--- src/rtl/pcie_cfg_sampler_if.sv ---
// Configuration broadcast bundle between the PCIe hard IP and its application-side sampler.
// The master side drives the tl_cfg_* bus, and the slave side returns the decoded cfg_* fields.
interface pcie_cfg_sampler_if;
    logic [3:0]  tl_cfg_add;
    logic [31:0] tl_cfg_ctl;
    logic        tl_cfg_ctl_wr;
    logic [52:0] tl_cfg_sts;
    logic        tl_cfg_sts_wr;

    logic [12:0] cfg_busdev;
    logic [2:0]  cfg_max_payload;
    logic [2:0]  cfg_max_rd_req;
    logic        cfg_mem_en;
    logic        cfg_bus_master_en;
    logic        cfg_msi_en;
    logic [63:0] cfg_msi_addr;
    logic [15:0] cfg_msi_data;
    logic [1:0]  cfg_link_speed;
    logic [3:0]  cfg_link_width;
    logic        cfg_valid;
    logic        cfg_upd;
    logic [3:0]  cfg_upd_add;

    modport master (
        output tl_cfg_add, tl_cfg_ctl, tl_cfg_ctl_wr, tl_cfg_sts, tl_cfg_sts_wr,
        input  cfg_busdev, cfg_max_payload, cfg_max_rd_req, cfg_mem_en, cfg_bus_master_en,
               cfg_msi_en, cfg_msi_addr, cfg_msi_data, cfg_link_speed, cfg_link_width,
               cfg_valid, cfg_upd, cfg_upd_add
    );

    modport slave (
        input  tl_cfg_add, tl_cfg_ctl, tl_cfg_ctl_wr, tl_cfg_sts, tl_cfg_sts_wr,
        output cfg_busdev, cfg_max_payload, cfg_max_rd_req, cfg_mem_en, cfg_bus_master_en,
               cfg_msi_en, cfg_msi_addr, cfg_msi_data, cfg_link_speed, cfg_link_width,
               cfg_valid, cfg_upd, cfg_upd_add
    );
endinterface

--- src/rtl/pcie_cfg_sampler.sv ---
// Samples the HIP time-multiplexed configuration and status buses after each wr toggle.
// The ctl and sts paths each have their own settle FSM and hold the decoded fields in registers.
module pcie_cfg_sampler #(
    parameter int SETTLE_CYCLES = 2
) (
    input  logic                pld_clk_clk,
    input  logic                any_rstn,
    pcie_cfg_sampler_if.slave   cfg_if
);

    typedef enum logic {ST_IDLE, ST_SETTLE} state_t;

    localparam logic [2:0] LP_RELOAD = 3'(SETTLE_CYCLES - 1);

    function automatic logic [3:0] f_link_width(input logic [52:0] sts);
        logic [3:0] width;
        width = 4'd0;
        if (sts[35])      width = 4'd1;
        else if (sts[36]) width = 4'd2;
        else if (sts[37]) width = 4'd4;
        else if (sts[38]) width = 4'd8;
        return width;
    endfunction

    logic        r_armed;
    logic        r_ctl_wr_d;
    logic        r_sts_wr_d;
    state_t      r_ctl_state;
    state_t      r_sts_state;
    logic [2:0]  r_ctl_cnt;
    logic [2:0]  r_sts_cnt;

    logic [12:0] r_busdev;
    logic [2:0]  r_max_payload;
    logic [2:0]  r_max_rd_req;
    logic        r_mem_en;
    logic        r_bus_master_en;
    logic        r_msi_en;
    logic [63:0] r_msi_addr;
    logic [15:0] r_msi_data;
    logic [1:0]  r_link_speed;
    logic [3:0]  r_link_width;
    logic        r_valid;
    logic        r_upd;
    logic [3:0]  r_upd_add;

    logic        w_ctl_tgl;
    logic        w_sts_tgl;
    logic        w_unused_sts;

    // Toggle history is only trusted after one clock out of reset, so the first
    // edge after release just records the current wr levels.
    assign w_ctl_tgl    = r_armed & (cfg_if.tl_cfg_ctl_wr ^ r_ctl_wr_d);
    assign w_sts_tgl    = r_armed & (cfg_if.tl_cfg_sts_wr ^ r_sts_wr_d);
    assign w_unused_sts = ^{cfg_if.tl_cfg_sts[52:39], cfg_if.tl_cfg_sts[34:33],
                            cfg_if.tl_cfg_sts[30:0]};

    always_ff @(posedge pld_clk_clk or negedge any_rstn) begin
        if (!any_rstn) begin
            r_armed    <= 1'b0;
            r_ctl_wr_d <= 1'b0;
            r_sts_wr_d <= 1'b0;
        end else begin
            r_armed    <= 1'b1;
            r_ctl_wr_d <= cfg_if.tl_cfg_ctl_wr;
            r_sts_wr_d <= cfg_if.tl_cfg_sts_wr;
        end
    end

    // ctl path: settle countdown, then capture and decode the addressed register
    always_ff @(posedge pld_clk_clk or negedge any_rstn) begin
        if (!any_rstn) begin
            r_ctl_state     <= ST_IDLE;
            r_ctl_cnt       <= 3'd0;
            r_busdev        <= '0;
            r_max_payload   <= '0;
            r_max_rd_req    <= '0;
            r_mem_en        <= 1'b0;
            r_bus_master_en <= 1'b0;
            r_msi_en        <= 1'b0;
            r_msi_addr      <= '0;
            r_msi_data      <= '0;
            r_valid         <= 1'b0;
            r_upd           <= 1'b0;
            r_upd_add       <= '0;
        end else begin
            r_upd <= 1'b0;
            case (r_ctl_state)
                ST_IDLE: begin
                    if (w_ctl_tgl) begin
                        r_ctl_state <= ST_SETTLE;
                        r_ctl_cnt   <= LP_RELOAD;
                    end
                end
                ST_SETTLE: begin
                    if (r_ctl_cnt != 3'd0) begin
                        r_ctl_cnt <= w_ctl_tgl ? LP_RELOAD : r_ctl_cnt - 3'd1;
                    end else begin
                        r_upd     <= 1'b1;
                        r_upd_add <= cfg_if.tl_cfg_add;
                        case (cfg_if.tl_cfg_add)
                            4'h0: begin
                                r_max_payload <= cfg_if.tl_cfg_ctl[23:21];
                                r_max_rd_req  <= cfg_if.tl_cfg_ctl[30:28];
                            end
                            4'h3: begin
                                r_mem_en        <= cfg_if.tl_cfg_ctl[1];
                                r_bus_master_en <= cfg_if.tl_cfg_ctl[2];
                            end
                            4'h5: r_msi_addr[31:0]  <= cfg_if.tl_cfg_ctl;
                            4'h6: r_msi_addr[63:32] <= cfg_if.tl_cfg_ctl;
                            4'hD: begin
                                r_msi_en   <= cfg_if.tl_cfg_ctl[0];
                                r_msi_data <= cfg_if.tl_cfg_ctl[31:16];
                            end
                            4'hF: begin
                                r_busdev <= cfg_if.tl_cfg_ctl[12:0];
                                r_valid  <= 1'b1;
                            end
                            default: ;
                        endcase
                        // A toggle landing on the capture edge starts a fresh settle window
                        if (w_ctl_tgl) begin
                            r_ctl_cnt <= LP_RELOAD;
                        end else begin
                            r_ctl_state <= ST_IDLE;
                        end
                    end
                end
                default: r_ctl_state <= ST_IDLE;
            endcase
        end
    end

    // sts path: same settle behaviour, independent of the ctl path
    always_ff @(posedge pld_clk_clk or negedge any_rstn) begin
        if (!any_rstn) begin
            r_sts_state  <= ST_IDLE;
            r_sts_cnt    <= 3'd0;
            r_link_speed <= '0;
            r_link_width <= '0;
        end else begin
            case (r_sts_state)
                ST_IDLE: begin
                    if (w_sts_tgl) begin
                        r_sts_state <= ST_SETTLE;
                        r_sts_cnt   <= LP_RELOAD;
                    end
                end
                ST_SETTLE: begin
                    if (r_sts_cnt != 3'd0) begin
                        r_sts_cnt <= w_sts_tgl ? LP_RELOAD : r_sts_cnt - 3'd1;
                    end else begin
                        r_link_speed <= cfg_if.tl_cfg_sts[32:31];
                        r_link_width <= f_link_width(cfg_if.tl_cfg_sts);
                        if (w_sts_tgl) begin
                            r_sts_cnt <= LP_RELOAD;
                        end else begin
                            r_sts_state <= ST_IDLE;
                        end
                    end
                end
                default: r_sts_state <= ST_IDLE;
            endcase
        end
    end

    assign cfg_if.cfg_busdev        = r_busdev;
    assign cfg_if.cfg_max_payload   = r_max_payload;
    assign cfg_if.cfg_max_rd_req    = r_max_rd_req;
    assign cfg_if.cfg_mem_en        = r_mem_en;
    assign cfg_if.cfg_bus_master_en = r_bus_master_en;
    assign cfg_if.cfg_msi_en        = r_msi_en;
    assign cfg_if.cfg_msi_addr      = r_msi_addr;
    assign cfg_if.cfg_msi_data      = r_msi_data;
    assign cfg_if.cfg_link_speed    = r_link_speed;
    assign cfg_if.cfg_link_width    = r_link_width;
    assign cfg_if.cfg_valid         = r_valid;
    assign cfg_if.cfg_upd           = r_upd;
    assign cfg_if.cfg_upd_add       = r_upd_add;

endmodule

--- src/flat_wrapper.sv ---
// flat-port wrapper written by rule: the top's interface ports become plain ports
module pcie_cfg_sampler_flat 
#(
    parameter int SETTLE_CYCLES = 2
)
  (pld_clk_clk, any_rstn, cfg_if_tl_cfg_add, cfg_if_tl_cfg_ctl, cfg_if_tl_cfg_ctl_wr, cfg_if_tl_cfg_sts, cfg_if_tl_cfg_sts_wr, cfg_if_cfg_busdev, cfg_if_cfg_max_payload, cfg_if_cfg_max_rd_req, cfg_if_cfg_mem_en, cfg_if_cfg_bus_master_en, cfg_if_cfg_msi_en, cfg_if_cfg_msi_addr, cfg_if_cfg_msi_data, cfg_if_cfg_link_speed, cfg_if_cfg_link_width, cfg_if_cfg_valid, cfg_if_cfg_upd, cfg_if_cfg_upd_add);
  pcie_cfg_sampler_if cfg_if_i ();
  input  logic pld_clk_clk;
  input  logic any_rstn;
  input wire logic [$bits(cfg_if_i.tl_cfg_add)-1:0] cfg_if_tl_cfg_add;
  input wire logic [$bits(cfg_if_i.tl_cfg_ctl)-1:0] cfg_if_tl_cfg_ctl;
  input wire logic [$bits(cfg_if_i.tl_cfg_ctl_wr)-1:0] cfg_if_tl_cfg_ctl_wr;
  input wire logic [$bits(cfg_if_i.tl_cfg_sts)-1:0] cfg_if_tl_cfg_sts;
  input wire logic [$bits(cfg_if_i.tl_cfg_sts_wr)-1:0] cfg_if_tl_cfg_sts_wr;
  output wire logic [$bits(cfg_if_i.cfg_busdev)-1:0] cfg_if_cfg_busdev;
  output wire logic [$bits(cfg_if_i.cfg_max_payload)-1:0] cfg_if_cfg_max_payload;
  output wire logic [$bits(cfg_if_i.cfg_max_rd_req)-1:0] cfg_if_cfg_max_rd_req;
  output wire logic [$bits(cfg_if_i.cfg_mem_en)-1:0] cfg_if_cfg_mem_en;
  output wire logic [$bits(cfg_if_i.cfg_bus_master_en)-1:0] cfg_if_cfg_bus_master_en;
  output wire logic [$bits(cfg_if_i.cfg_msi_en)-1:0] cfg_if_cfg_msi_en;
  output wire logic [$bits(cfg_if_i.cfg_msi_addr)-1:0] cfg_if_cfg_msi_addr;
  output wire logic [$bits(cfg_if_i.cfg_msi_data)-1:0] cfg_if_cfg_msi_data;
  output wire logic [$bits(cfg_if_i.cfg_link_speed)-1:0] cfg_if_cfg_link_speed;
  output wire logic [$bits(cfg_if_i.cfg_link_width)-1:0] cfg_if_cfg_link_width;
  output wire logic [$bits(cfg_if_i.cfg_valid)-1:0] cfg_if_cfg_valid;
  output wire logic [$bits(cfg_if_i.cfg_upd)-1:0] cfg_if_cfg_upd;
  output wire logic [$bits(cfg_if_i.cfg_upd_add)-1:0] cfg_if_cfg_upd_add;
  assign cfg_if_i.tl_cfg_add = cfg_if_tl_cfg_add;
  assign cfg_if_i.tl_cfg_ctl = cfg_if_tl_cfg_ctl;
  assign cfg_if_i.tl_cfg_ctl_wr = cfg_if_tl_cfg_ctl_wr;
  assign cfg_if_i.tl_cfg_sts = cfg_if_tl_cfg_sts;
  assign cfg_if_i.tl_cfg_sts_wr = cfg_if_tl_cfg_sts_wr;
  assign cfg_if_cfg_busdev = cfg_if_i.cfg_busdev;
  assign cfg_if_cfg_max_payload = cfg_if_i.cfg_max_payload;
  assign cfg_if_cfg_max_rd_req = cfg_if_i.cfg_max_rd_req;
  assign cfg_if_cfg_mem_en = cfg_if_i.cfg_mem_en;
  assign cfg_if_cfg_bus_master_en = cfg_if_i.cfg_bus_master_en;
  assign cfg_if_cfg_msi_en = cfg_if_i.cfg_msi_en;
  assign cfg_if_cfg_msi_addr = cfg_if_i.cfg_msi_addr;
  assign cfg_if_cfg_msi_data = cfg_if_i.cfg_msi_data;
  assign cfg_if_cfg_link_speed = cfg_if_i.cfg_link_speed;
  assign cfg_if_cfg_link_width = cfg_if_i.cfg_link_width;
  assign cfg_if_cfg_valid = cfg_if_i.cfg_valid;
  assign cfg_if_cfg_upd = cfg_if_i.cfg_upd;
  assign cfg_if_cfg_upd_add = cfg_if_i.cfg_upd_add;
  pcie_cfg_sampler #(.SETTLE_CYCLES(SETTLE_CYCLES)) u_core (.pld_clk_clk(pld_clk_clk), .any_rstn(any_rstn), .cfg_if(cfg_if_i));
endmodule
--- config.mk ---
export PLATFORM = sky130hd
export DESIGN_NAME = pcie_cfg_sampler_flat
export DESIGN_NICKNAME = d
export VERILOG_FILES = /design/src/rtl/pcie_cfg_sampler_if.sv /design/src/rtl/pcie_cfg_sampler.sv /design/src/flat_wrapper.sv
export SDC_FILE = /design/constraint.sdc
export NUM_CORES = 1
export LEC_CHECK = 0
export CAP_MARGIN = 40
export CORE_MARGIN = 10
export CORE_UTILIZATION = 25
export CTS_CLUSTER_SIZE = 16
export DETAILED_ROUTE_END_ITERATION = 6
export SYNTH_ARGS = -nofsm -noshare
export SYNTH_HDL_FRONTEND = slang
export SYNTH_SLANG_ARGS = --single-unit
--- constraint.sdc ---
create_clock -name pld_clk_clk -period 2.7 [get_ports pld_clk_clk]
set_input_delay 0.405 -clock pld_clk_clk [delete_from_list [all_inputs] [get_ports pld_clk_clk]]
set_output_delay 0.405 -clock pld_clk_clk [all_outputs]
set_load 0.03 [all_outputs]
==> results.md <==
* Status: finished, final reports clean
* Worst reg-to-reg setup slack at 440 ps
* CTS H-tree lvls at 4
* Max stage delay cell, worst path: or3_2
* Critical Path Source Type: register
* TritonRoute pass-1 iters at 4
* Post-synthesis cell count at ~320
* Clock share of power at between 20% and 30%
* Worst Reg-to-Reg Cells at 6
* Least-Margin Pin Slew at about 540 ps
* Max_cap viols at 0
* Longest Clk Path Bufs at 2
* Tot GR Track Use at slightly above 10%
* Synth async-reset ratio at between 90% and 100%
* Non-filler cells in the finished layout at slightly below 800
* Critical register-to-register path endpoint: u_core.cfg_if.cfg_msi_addr[32]$_DFFE_PN0P_
* Pwr/cell area at 1220 nW/um^2
* Clock sinks at between 100 and 150
* Hold_buf cts at 1
* Total power at slightly above 9000 uW
* Rows at 51
* Area growth syn-to-layout at 50.7%
* Initial core utilization at between 20% and 30%
* Switching part of the total at a little over a third
* I/O Buffers at 159
* Crit Path Max Fanout at 12
* Crit path to: u_core.cfg_if.cfg_msi_addr[32]$_DFFE_PN0P_
* I/O pins at ~210
* Crit-path max cell delay at between 600 and 700 ps
* DIE HEIGHT at ~160 um
* Critical R2R Launch: u_core.r_ctl_cnt[0]$_DFF_PN0_
* Worst-case headroom to the max-slew limit at between 60 and 70%
* Gate power share at a little over two fifths
* Sequential share of power at around a third
* Post-CTS setup repair buffer count at 0
* Setup-failing EPs final at 0
* Largest net degree at the start of global routing at between 60 and 70
* Worst path depth at 6
* GP Congestion at between 0.7 and 0.8
* Crit. End Element: register
* Primary FF master, synth: dfrtp_1
* First-pass GRT wire length at between 20,000 and 25,000 um
* DR vias at a little over 3,000
* Synth area leaders: dfrtp_1 63%, mux2_2 17%, mux2_4 9.1%
* Placed Cells at roughly 740
* Critical path's top delay family: simple AND/OR/NAND/NOR gates
* Core area at approximately 20,000 um^2
* YS warnings at 0
* Die area at ~26,000 um^2
* CP bufs+invs at 2
* CTS tree: built
* Post-synth top cells: 125 x dfrtp_1, 74 x mux2_2, 30 x mux2_4, 23 x nand2_1
* Fmax at about 440 MHz
* Fin util at between 30% and 40%
* Most common cell in the netlist: dfrtp_1
* Post-DR vias/cell at approximately 4.0
* Top cell type's share of synthesized area at roughly 63%
* Die X at between 150 and 200 um
* CP Class: register to register
* Post-synth design cell area at between 4000 and 5000 um^2
* Synthesized area per cell at approximately 16 um^2
* EDFF count, synth at 0
* Hold slack at 483 ps
* Critical path origin: u_core.r_ctl_cnt[0]$_DFF_PN0_
* RSZ-0062 raised after global routing: false
* Post-synth cell types at 34
* ANT nets after route at 0
* Fin. max-slew vios at 0
* Crit-path cells: inv_1 > ha_1 > nand4b_4 > or3_2 > buf_4 > mux2_2
* Register area share after synthesis at a little over three fifths
* Initial antenna violation count at 0
* Maximum VDD drop at 452 uV
* Hold Crit Class: register to register
* Number of global-route vias before repair at 3,577
* Net count after synthesis at just over 400
* Worst EP required at between 2000 and 3000 ps
* Sw Pwr at approximately 3300 uW
* Share of cells above drive strength 1 at between 20% and 30%
* Iteration-0 DRC Markers at approximately 100
* Synth area leader: dfrtp_1
* Crit share post-route at 83.6%
* Tmin final at approximately 2300 ps
* Worst skew pair latency at slightly above 400 ps
* ANT cells at 0
* Routed WL per cell at around 17 um
* CTS clock-pin slew for the worst setup and hold paths at around 60 ps
* Leakage power at between 0.003 and 0.004 uW
* Final Skew at roughly 8.6 ps
* Fin. Hold Viols at 0
* HPWL after DPL at about 9700 um
* Post-route DRC at 0
* Critical Path AT at 2550 ps
* CTS buffer count at 17
* Clock root cell: clkbuf_16
* Setup TNS at 0 ps
* Int Power at between 5000 and 6000 uW
* Final #Nets at 591
* #FFs+latches synth at about 130
* Grt ovf at 0
* Post-cts resize count at 0
* Overall routed net length at about 13,000 um
-- state kept, by name (all words and copies together), names as in the netlist, 2 cells and up --
register,count
u_core.cfg_if.cfg_msi_addr,64
u_core.cfg_if.cfg_link_width,4
u_core.r_ctl_cnt,3
u_core.cfg_if.cfg_link_speed,2
u_core.cfg_if.cfg_msi_data,16
u_core.cfg_if.cfg_max_rd_req,3
u_core.r_sts_cnt,3
u_core.cfg_if.cfg_busdev,13
u_core.cfg_if.cfg_max_payload,3
u_core.cfg_if.cfg_upd_add,4
-- kinds of logic after synthesis --
family / synth area share (%)
AOI/OAI and AO/OA: 1.23
xor gates and xnor gates: 0.529
adders and majority gates: 1.01
buffers and inverters: 2.54
DFF: 62.9
muxes: 26.3
other: 0.0755
and+or+nand+nor: 5.41
-- stage by stage --
stage	setup slack (ps)	cell area (um^2)
finish	444	7490
global route	362	7490
CTS	430	7490
detailed placement	204	6890
global placement	234	6890
floorplan	702	4970
-- power by group through the flow --
stage          Clock [uW]  Combinational (uW)  Sequential (uW)
2_1_floorplan           0                 942             4240
3_3_place_gp            0                3910             2960
3_5_place_dp            0                3970             3000
4_1_cts              2330                3980             2980
5_1_grt              2430                4120             3080
6_report             2240                3910             2970
-- worst min path at each step --
stage                                                        start                                            to  slack [ps]  cells after the start
after global routing                          cfg_if_tl_cfg_sts_wr                   u_core.r_sts_wr_d$_DFF_PN0_         480                      1
after detailed placement                                  any_rstn  u_core.cfg_if.cfg_max_payload[1]$_DFFE_PN0P_         420                      1
final                     u_core.cfg_if.cfg_upd_add[1]$_DFFE_PN0P_      u_core.cfg_if.cfg_upd_add[1]$_DFFE_PN0P_         480                      2
after global placement                                    any_rstn    u_core.cfg_if.cfg_msi_addr[53]$_DFFE_PN0P_         420                      1
after floorplan                                           any_rstn   u_core.cfg_if.cfg_bus_master_en$_DFFE_PN0P_         110                      0
after CTS                                     cfg_if_tl_cfg_sts_wr                   u_core.r_sts_wr_d$_DFF_PN0_         470                      1
-- layout by cell type, fill, tap and decap left out, types with 4 or more instances in the layout --
master           netlist  layout
inv_1                  6       6
nand2_1               23      23
dfrtp_1              125     125
mux2_4                30      30
o21ai_0                6       6
clkbuf_16              0      17
nor2_1                 4       4
buf_4                  0       9
mux2_2                74      74
clkdlybuf4s50_1        0     158
ha_1                   4       4
nand2b_1               4       4
clkinv_2               0       5
-- worst register-to-register path, stage by stage, from the launching register on --
cell and delay (ps):
dfrtp_1 370, inv_1 100, ha_1 280, nand4b_4 170, or3_2 660, buf_4 280
mux2_2 290
-- final cells by class --
| cell class | count | area [um^2] |
|---|---|---|
| Timing Repair Buffer | 170 | 1700 |
| Tap cell | 265 | 332 |
| Clock inverter | 11 | 116 |
| Clock buffer | 21 | 470 |
| Inverter | 6 | 22.5 |
| Sequential cell | 125 | 3130 |
| Fill cell | 1879 | 12000 |
| Multi-Input combinational cell | 174 | 1720 |
-- routing by layer --
metal	track usage (%)	vias up	wire, um
met3	3.81	7	801
li1	-	1459	-
met2	18.0	86	6920
met4	3.97	0	144
met1	11.3	1557	5420
met5	0	-	0
(Power assumes the default switching activity.)
